==> src/rtl/i2s_pkg.sv <==
// rtl/i2s_pkg.sv - shared types, channel codes and helpers for the I2S transmitter
package i2s_pkg;

  localparam int DW = 32;

  typedef enum logic [1:0] {
    IDLE       = 2'd0,
    WAIT_FRAME = 2'd1,
    RUN        = 2'd2
  } tx_state_t;

  localparam logic [1:0] CH_MUTE   = 2'b00;
  localparam logic [1:0] CH_RIGHT  = 2'b01;
  localparam logic [1:0] CH_LEFT   = 2'b10;
  localparam logic [1:0] CH_STEREO = 2'b11;

  // Bits per sample; a programmed 0 selects a full 32-bit sample.
  function automatic logic [5:0] sample_bits(input logic [4:0] sample_size);
    return (sample_size == 5'd0) ? 6'd32 : {1'b0, sample_size};
  endfunction

endpackage

==> src/rtl/i2s_tx_prefetch.sv <==
// rtl/i2s_tx_prefetch.sv - one-word staging buffer between the FWFT TX FIFO and the slot shifter
//
// Ports:
//   clk, rst_n     clock, asynchronous active-low reset
//   active         prefetch allowed (enabled, not idle, not muted)
//   clear          discard any staged word (transmitter being disabled)
//   take           a slot edge needs a word this clk
//   fifo_rdata     FWFT head word
//   fifo_empty     FIFO empty flag
//   fifo_rd        pop strobe, one clk per word
//   staged         staged word
//   staged_valid   staged word present
//   underrun       take with nothing staged
module i2s_tx_prefetch #(
  parameter int DW = 32
) (
  input  logic          clk,
  input  logic          rst_n,
  input  logic          active,
  input  logic          clear,
  input  logic          take,
  input  logic [DW-1:0] fifo_rdata,
  input  logic          fifo_empty,
  output logic          fifo_rd,
  output logic [DW-1:0] staged,
  output logic          staged_valid,
  output logic          underrun
);

  assign fifo_rd  = active & ~staged_valid & ~fifo_empty;
  assign underrun = take & ~staged_valid;

  // A pop always lands in an empty stage. A take of a valid word clears the
  // stage and blocks the pop this clk, so refill happens one clk later. A take
  // on an empty stage underruns while a simultaneous pop keeps its word for
  // the next slot that needs data.
  always_ff @(posedge clk or negedge rst_n) begin
    if (!rst_n) begin
      staged       <= '0;
      staged_valid <= 1'b0;
    end else if (clear) begin
      staged_valid <= 1'b0;
    end else if (fifo_rd) begin
      staged       <= fifo_rdata;
      staged_valid <= 1'b1;
    end else if (take) begin
      staged_valid <= 1'b0;
    end
  end

endmodule

==> src/rtl/i2s_tx.sv <==
// rtl/i2s_tx.sv - I2S / left-justified serial transmitter fed from an FWFT TX FIFO
//
// Ports:
//   clk, rst_n       clock, asynchronous active-low reset
//   en               transmit enable
//   sck, ws          master bit clock and word select (clk-synchronous, ws 0 = left)
//   sdo              serial data, updated after each sck falling edge
//   fifo_rdata       FWFT head word
//   fifo_empty       FIFO empty flag
//   fifo_rd          pop strobe
//   left_justified   1 = MSB in first slot bit, 0 = I2S one-bit delay
//   sample_size      bits per sample, 0 = 32
//   channels         10 left, 01 right, 11 stereo, 00 mute
//   underrun         one-clk pulse when a slot needed data and none was staged
module i2s_tx
  import i2s_pkg::*;
#(
  parameter int DW = i2s_pkg::DW,
  parameter int SW = 5
) (
  input  logic          clk,
  input  logic          rst_n,
  input  logic          en,
  input  logic          sck,
  input  logic          ws,
  output logic          sdo,
  input  logic [DW-1:0] fifo_rdata,
  input  logic          fifo_empty,
  output logic          fifo_rd,
  input  logic          left_justified,
  input  logic [SW-1:0] sample_size,
  input  logic [1:0]    channels,
  output logic          underrun
);

  tx_state_t     state, state_nx;
  logic          last_sck, last_ws;
  logic [DW-1:0] sr;
  logic          skip_r;

  logic          sck_fall, ws_edge, slot_edge, run_edge, left_edge;
  logic          need, take, active;
  logic [DW-1:0] staged, word;
  logic          staged_valid;
  logic [5:0]    n_bits, pad;

  assign sck_fall  = ~sck & last_sck;
  assign ws_edge   = ws ^ last_ws;
  assign slot_edge = sck_fall & ws_edge;
  assign left_edge = ~ws;

  // The ws fall that releases WAIT_FRAME is handled exactly like a RUN
  // left-slot edge, so the first frame is not lost.
  assign run_edge = en & slot_edge &
                    ((state == RUN) | ((state == WAIT_FRAME) & left_edge));

  // A stereo left underrun mutes the paired right slot so L/R stay aligned.
  assign need   = left_edge ? channels[1] : (channels[0] & ~skip_r);
  assign take   = run_edge & need;
  assign active = en & (state != IDLE) & (channels != CH_MUTE);

  assign n_bits = sample_bits(sample_size);
  assign pad    = 6'(DW) - n_bits;
  // Left shift drops bits above N-1 and zero-fills the slot tail.
  assign word   = (take & staged_valid) ? (staged << pad) : '0;

  i2s_tx_prefetch #(.DW(DW)) u_prefetch (
    .clk          (clk),
    .rst_n        (rst_n),
    .active       (active),
    .clear        (~en),
    .take         (take),
    .fifo_rdata   (fifo_rdata),
    .fifo_empty   (fifo_empty),
    .fifo_rd      (fifo_rd),
    .staged       (staged),
    .staged_valid (staged_valid),
    .underrun     (underrun)
  );

  always_ff @(posedge clk or negedge rst_n) begin
    if (!rst_n) begin
      state <= IDLE;
    end else begin
      state <= state_nx;
    end
  end

  always_comb begin
    state_nx = state;
    if (!en) begin
      state_nx = IDLE;
    end else begin
      case (state)
        IDLE:       state_nx = WAIT_FRAME;
        WAIT_FRAME: if (run_edge) state_nx = RUN;
        RUN:        state_nx = RUN;
        default:    state_nx = IDLE;
      endcase
    end
  end

  always_ff @(posedge clk or negedge rst_n) begin
    if (!rst_n) begin
      last_sck <= 1'b0;
      last_ws  <= 1'b1;
    end else begin
      last_sck <= sck;
      last_ws  <= ws;
    end
  end

  always_ff @(posedge clk or negedge rst_n) begin
    if (!rst_n) begin
      sdo    <= 1'b0;
      sr     <= '0;
      skip_r <= 1'b0;
    end else if (!en) begin
      sdo    <= 1'b0;
      sr     <= '0;
      skip_r <= 1'b0;
    end else if (run_edge) begin
      if (left_edge) begin
        skip_r <= (channels == CH_STEREO) & underrun;
      end
      if (left_justified) begin
        sdo <= word[DW-1];
        sr  <= word << 1;
      end else begin
        // I2S: the previous slot's last bit goes out on the ws edge.
        sdo <= sr[DW-1];
        sr  <= word;
      end
    end else if ((state == RUN) && sck_fall) begin
      sdo <= sr[DW-1];
      sr  <= sr << 1;
    end
  end

endmodule

==> config.mk <==
export PLATFORM = sky130hd
export DESIGN_NAME = i2s_tx
export DESIGN_NICKNAME = d
export VERILOG_FILES = /design/src/rtl/i2s_pkg.sv /design/src/rtl/i2s_tx_prefetch.sv /design/src/rtl/i2s_tx.sv
export SDC_FILE = /design/constraint.sdc
export NUM_CORES = 1
export LEC_CHECK = 0
export ABC_AREA = 1
export CORE_UTILIZATION = 50
export CTS_CLUSTER_DIAMETER = 40
export DETAILED_ROUTE_END_ITERATION = 12
export GPL_TIMING_DRIVEN = 0
export PLACE_DENSITY = 0.7
export SLEW_MARGIN = 0
export SYNTH_ARGS = -nofsm -noshare
export SYNTH_HDL_FRONTEND = slang
export SYNTH_SLANG_ARGS = --single-unit
==> constraint.sdc <==
create_clock -name clk -period 3.8 [get_ports clk]
set_clock_uncertainty 0.2 [all_clocks]
set_input_delay 0.76 -clock clk [delete_from_list [all_inputs] [get_ports clk]]
set_output_delay 0.76 -clock clk [all_outputs]
set_load 0.02 [all_outputs]
==> Word level (Yosys, flattened, before mapping) <==
Cells that the tools add are included.
{ "totals": {"regBits": 71, "in_bits": 46, "out_inout_bits": 3} }
{ "op_classes": {"addsub": 1, "eq_ne": 8, "shift": 1, "n_mux": 20, "bitwise": 21, "reduce_logical": 7} }
{ "ops": {"columns": ["cell", "n"], "rows": [
  ["two-way mux 32 bit", 5],
  ["left shift 32 x 6 -> 32 bit", 1],
  ["bitwise AND 1 bit", 14],
  ["two-way mux 1 bit", 11],
  ["two-way mux 6 bit", 1],
  ["!= test 3 x 1 -> 1 bit, second input constant", 2],
  ["case mux 2 bit (3 select lines)", 1],
  ["subtractor 6 bit, first input constant", 1],
  ["logical NOT 5 bit", 1],
  ["inverter 1 bit", 5],
  ["equality test 2 bit, second input constant", 2],
  ["two-way mux 2 bit", 2],
  ["AND reduction 2 bit", 2],
  ["nonzero test 2 bit", 2],
  ["!= test 3 bit, second input constant", 1],
  ["equality test 2 x 1 -> 1 bit, second input constant", 1],
  ["logical NOT 2 bit", 1],
  ["!= test 2 x 1 -> 1 bit, second input constant", 1],
  ["!= test 2 bit, second input constant", 1],
  ["logical AND 1 bit", 1],
  ["bitwise OR 1 bit", 1],
  ["bitwise XOR 1 bit", 1]
]} }

==> Logic depth before layout (Yosys ltp) <==
{ "logic_depth": {"word_depth": 11, "ltp_mapped": 17, "ltp_nobuf": 14} }

==> Modules after synthesis <==
A second synthesis with hierarchy kept.
{ "unflattened": {"cells_unflattened": 832, "hier_area_um2": 5312.6} }
{ "by_module_without_submodules": {"columns": ["module", "instances", "cells_each", "area_each_um2", "seq_area_each_um2"], "rows": [
  ["i2s_tx", 1, 681, 3936.3, 952.2],
  ["i2s_tx_prefetch", 1, 151, 1376.3, 825.8]
]} }

==> Least setup slack after synthesis <==
OpenSTA, ideal clock, no wires.
{ "synth_path": {"kind": "input -> register", "from": "input port sample_size[0]", "to": "register sr[17]", "arrival_time_ns": 2.538, "path_slack_ns": 0.997, "cell_stages": 14, "path_buffers": 3, "path_cell_list": "inv_2 buf_2 buf_2 ha_1 inv_1 clkbuf_1 nand3_1 nor2_1 nand2_1 a21oi_1 nand2_1 nand2_1 nand3_1 nand2_1"} }
{ "synth_via": {"elab_chain_len": 8} }
{ "synth_rtl": {"columns": ["item", "line", "text"], "rows": [
  ["start, declared", "i2s_tx.sv:31", "input logic [SW-1:0] sample_size,"],
  ["logical NOT 5 bit", "i2s_pkg.sv:19", "return (sample_size == 5'd0) ? 6'd32 : {1'b0, sample_size};"],
  ["two-way mux 6 bit (*)", "i2s_pkg.sv:19", null],
  ["subtractor 6 bit (*)", "i2s_tx.sv:63", "assign pad = 6'(DW) - n_bits;"],
  ["left shift 32 x 6 -> 32 bit (*)", "i2s_tx.sv:65", "assign word = (take & staged_valid) ? (staged << pad) : '0;"],
  ["two-way mux 32 bit (*)", "i2s_tx.sv:65", null],
  ["two-way mux 32 bit (*)", "i2s_tx.sv:126", "if (left_justified) begin"],
  ["two-way mux 32 bit (*)", "i2s_tx.sv:122", "end else if (run_edge) begin"],
  ["two-way mux 32 bit (*)", "i2s_tx.sv:118", "end else if (!en) begin"],
  ["end signal, assigned", "i2s_tx.sv:128", "sr <= word << 1;"],
  ["end signal, assigned", "i2s_tx.sv:132", "sr <= word;"],
  ["end signal, assigned", "i2s_tx.sv:136", "sr <= sr << 1;"],
  ["end, declared", "i2s_tx.sv:38", "logic [DW-1:0] sr;"]
]} }
Mark *: on every way between the ends. The rest lies on a longest branch, timed or not.
A chain may end at the register's enable or synchronous reset.

==> Final worst setup path <==
{ "layout_path": {"from": "input port ws", "to": "output port underrun"} }
{ "layout_via": {"elab_chain_len": 6, "word_cells_on_any_way": 10} }
{ "layout_rtl": {"columns": ["item", "line", "text"], "rows": [
  ["start, declared", "i2s_tx.sv:25", "input logic ws,"],
  ["bitwise XOR 1 bit or inverter 1 bit (tied branches)", "i2s_tx.sv:48, i2s_tx.sv:50", null],
  ["bitwise AND 1 bit, on equally long branches", "i2s_tx.sv:49, i2s_tx.sv:55", null],
  ["bitwise AND 1 bit or bitwise OR 1 bit (tied branches)", "i2s_tx.sv:54, i2s_tx.sv:55", null],
  ["bitwise AND 1 bit", "i2s_tx.sv:54", "assign run_edge = en & slot_edge &"],
  ["bitwise AND 1 bit (*)", "i2s_tx.sv:59", "assign take = run_edge & need;"],
  ["bitwise AND 1 bit (*)", "i2s_tx_prefetch.sv:31", "assign underrun = take & ~staged_valid;"],
  ["end, declared", "i2s_tx.sv:33", "output logic underrun"]
]} }
Marks and branches as above.

==> results.md <==
* Largest net degree at the start of global routing at 72
* Max-Cap Viols at 0
* DRT Wirelength at 15240 um
* Post-synthesis mux area share at 0%
* Seq cells post-synth at 71
* Via count at 5561
* Pwr dens at 489.9 mW/mm^2
* Num rows at 36
* Synthesized net count at 856
* Post-synth top flop: dfrtp_1
* Gr usage total at 30.99%
* Initial Utilization at 51.64%
* CTS tree: done
* Share of cells above drive strength 1 at 6.813%
* Register area share after synthesis at 35.23%
* DRT Pass-1 Iters at 5
* Crit-path max FO at 5
* Initial antenna violation count at 0
* # DRC at 0
* WP data arrival at 2.71 ns
* RSZ-0062 raised after global routing: no
* First-pass GRT wire length at 24940 um
* I/O Pins at 49
* Fillers at 935
* Status: finished clean
* Crit-path cells: clkdlybuf4s50_1 -> inv_1 -> a21oi_1 -> nor2_2 -> and3_1 -> inv_1 -> nor2_1 -> clkdlybuf4s50_1
* Dpl cell area at 0.005682 mm^2
* Adder-cell share of the synthesized area at 1.239%
* Final instance area at 0.005948 mm^2
* Clock Latency Late Sink at 0.37 ns
* Synth Area in Simple Gates at 51.09%
* Vias per cell at 5.567
* Core ar. at 0.009774 mm^2
* CTS Buf Count at 9
* Clock-pin slew on the worst setup and hold paths at 0.08 ns
* Asr flop ratio synth at 100.0%
* Critical path class: primary input to output port
* Hold_buf cts at 0
* Fmax at 0.2725 GHz
* Clk root buf: clkbuf_8
* Gpl congestion at 0.9929
* Setup ws final at 0.1301 ns
* Final Hold Viols at 0
* P&R area growth vs syn at 17.85%
* Cell variety after synth at 29
* Total global routing overflow at 0
* IR drop worst, VDD at 0.2943 mV
* Crit end category: output port
* Final Cycle Share at 96.58%
* NumNets Final at 913
* Kind of start point of the critical path: primary input
* EDFF count, synth at 0
* Setup-failing EPs final at 0
* Die H at 102.5 um
* Cells after Synth at 805
* Dpl ws at -0.2041 ns
* Synth Area per Inst at 6.270 um^2
* Number of global-route vias before repair at 5107
* Die area at 0.01050 mm^2
* DRT iter0 DRCs at 325
* Tmin final at 3.670 ns
* Ys Warns at 0
* Post-synthesis cell area at 0.005047 mm^2
* DR WL/cell at 15.25 um
* Slew headroom at 38.86%
* Main combinational cell family by area after synthesis: simple AND/OR/NAND/NOR gates
* Antenna viol nets, final at 0
* N_diodes at 0
* Lkg Pwr at 0.002898 uW
* Xor/xnor cell area share of the yosys netlist at 0.4958%
* Post-CTS Setup Repair Bufs at 0
* DP Wirelength at 11790 um
* CP max-delay cell: clkdlybuf4s50_1
* Clock Tree Buf Depth at 2
* IO buf count at 47
* Slew Viols, Final at 0
* Crit path required time at 2.84 ns
* H-tree depth at 3
* Chip width at 102.5 um
* Tightest Pin Transition at 0.9170 ns
* Slowest stage delay, CP at 0.63 ns
* Hold Crit Class: flip-flop to flip-flop
* CTS sink count at 71
* Synth Area in Compound Gates at 4.933%
-- cells in the mapped netlist (5+ instances only) --
cell type | n | area share (%)
nand2_1 | 349 | 26
nand3_1 | 214 | 21
dfrtp_1 | 70 | 35
inv_1 | 34 | 2.5
clkbuf_1 | 22 | 1.6
buf_2 | 19 | 1.9
o21ai_0 | 19 | 1.9
nor2_1 | 18 | 1.3
a21oi_1 | 15 | 1.5
ha_1 | 5 | 1.2
nand4_1 | 5 | 0.62
o2111ai_1 | 5 | 0.87
-- report_power, final --
| group | switching [uW] | total, uW | internal (uW) | leakage, uW |
|---|---|---|---|---|
| registers | 158 | 1100 | 946 | 0.000933 |
| logic | 655 | 1010 | 356 | 0.00184 |
| clock network | 301 | 799 | 499 | 0.000129 |
| total | 1110 | 2910 | 1800 | 0.00290 |
-- critical path: cells and delay by family --
kind,cells,cell delay (ns)
compound gates,1,0.08
simple gates,3,0.52
buf+inv,4,1.34
-- final timing paths --
path / from / to / slack (ns) / cells past startpoint
setup / recovery: ws / underrun / 0.13 / 8
hold / removal: sr[29] / sr[29] / 0.29 / 2
setup reg to reg: state[0] / sr[26] / 1.48 / 10
hold reg to reg: sr[29] / sr[29] / 0.29 / 2
max in group asynchronous: rst_n / sr[25] / 2.47 / 1
min in group asynchronous: rst_n / state[0] / 0.30 / 1
-- area by class of cell --
class | count | area [um^2] | share of cell area (%)
clock inverter | 6 | 133.9 | 2.251
clock buffer | 9 | 123.9 | 2.082
multi-input combinational | 650 | 2919 | 49.07
sequential | 71 | 1778 | 29.89
tap | 133 | 166.4 | 2.798
inverter | 37 | 140.1 | 2.356
buffer | 46 | 219.0 | 3.681
timing repair buffer | 47 | 467.9 | 7.867
-- layer usage --
metal / vias up / global-route usage [%] / wire [um]
met5: - / 0 / 0
met4: 0 / 15.27 / 512
met3: 42 / 3.694 / 841
met2: 201 / 51.33 / 7195
met1: 2566 / 39.98 / 6688
li1: 2752 / - / -
-- cell families after synthesis --
logic type | count (synthesis)
compound gates | 45
fa+ha+maj | 5
xor+xnor | 2
simple gates | 598
buf+inv | 84
flops | 71
-- sequential cells by signal, indices dropped and copies added, names as in the netlist --
signal,cells
skip_r,1
u_prefetch.staged_valid,1
sdo,1
state,2
last_sck,1
sr,32
last_ws,1
u_prefetch.staged,32
-- placed cells by master, fill, tap and decap left out, types with 2 or more instances in the layout --
master           count
dfrtp_1             70
nand3_1            214
clkdlybuf4s50_1     46
nor2_2               3
buf_2               18
o21ai_1              2
clkinv_2             2
nand2_1            349
clkbuf_1            19
o21ai_0             19
bufinv_16            4
inv_1               34
o22ai_1              4
buf_4                5
nor2_1              18
o2111ai_1            5
ha_1                 5
inv_2                2
or2_2                3
nand4_1              5
clkbuf_2             4
clkbuf_8             9
a21oi_1             14
-- through the flow --
step	total power, uW	instances	utilization (%)	setup TNS, ns	hold slack, ns
4_1_cts	2906	999	60.74	0	0.2845
2_1_floorplan	1777	805	-	0	0.2417
5_1_grt	3118	999	60.86	0	0.3133
6_report	2914	999	60.86	0	0.2873
3_5_place_dp	2100	985	58.13	-3.584	0.2632
3_3_place_gp	2076	985	58.15	-49.73	0.2618
-- repair_timing --
item                                    in CTS  in global routing
endpoints found under the setup margin       1                 29
gates resized for setup                      1                  8
hold endpoints to repair                     0                  0
(Power assumes the default switching activity.)
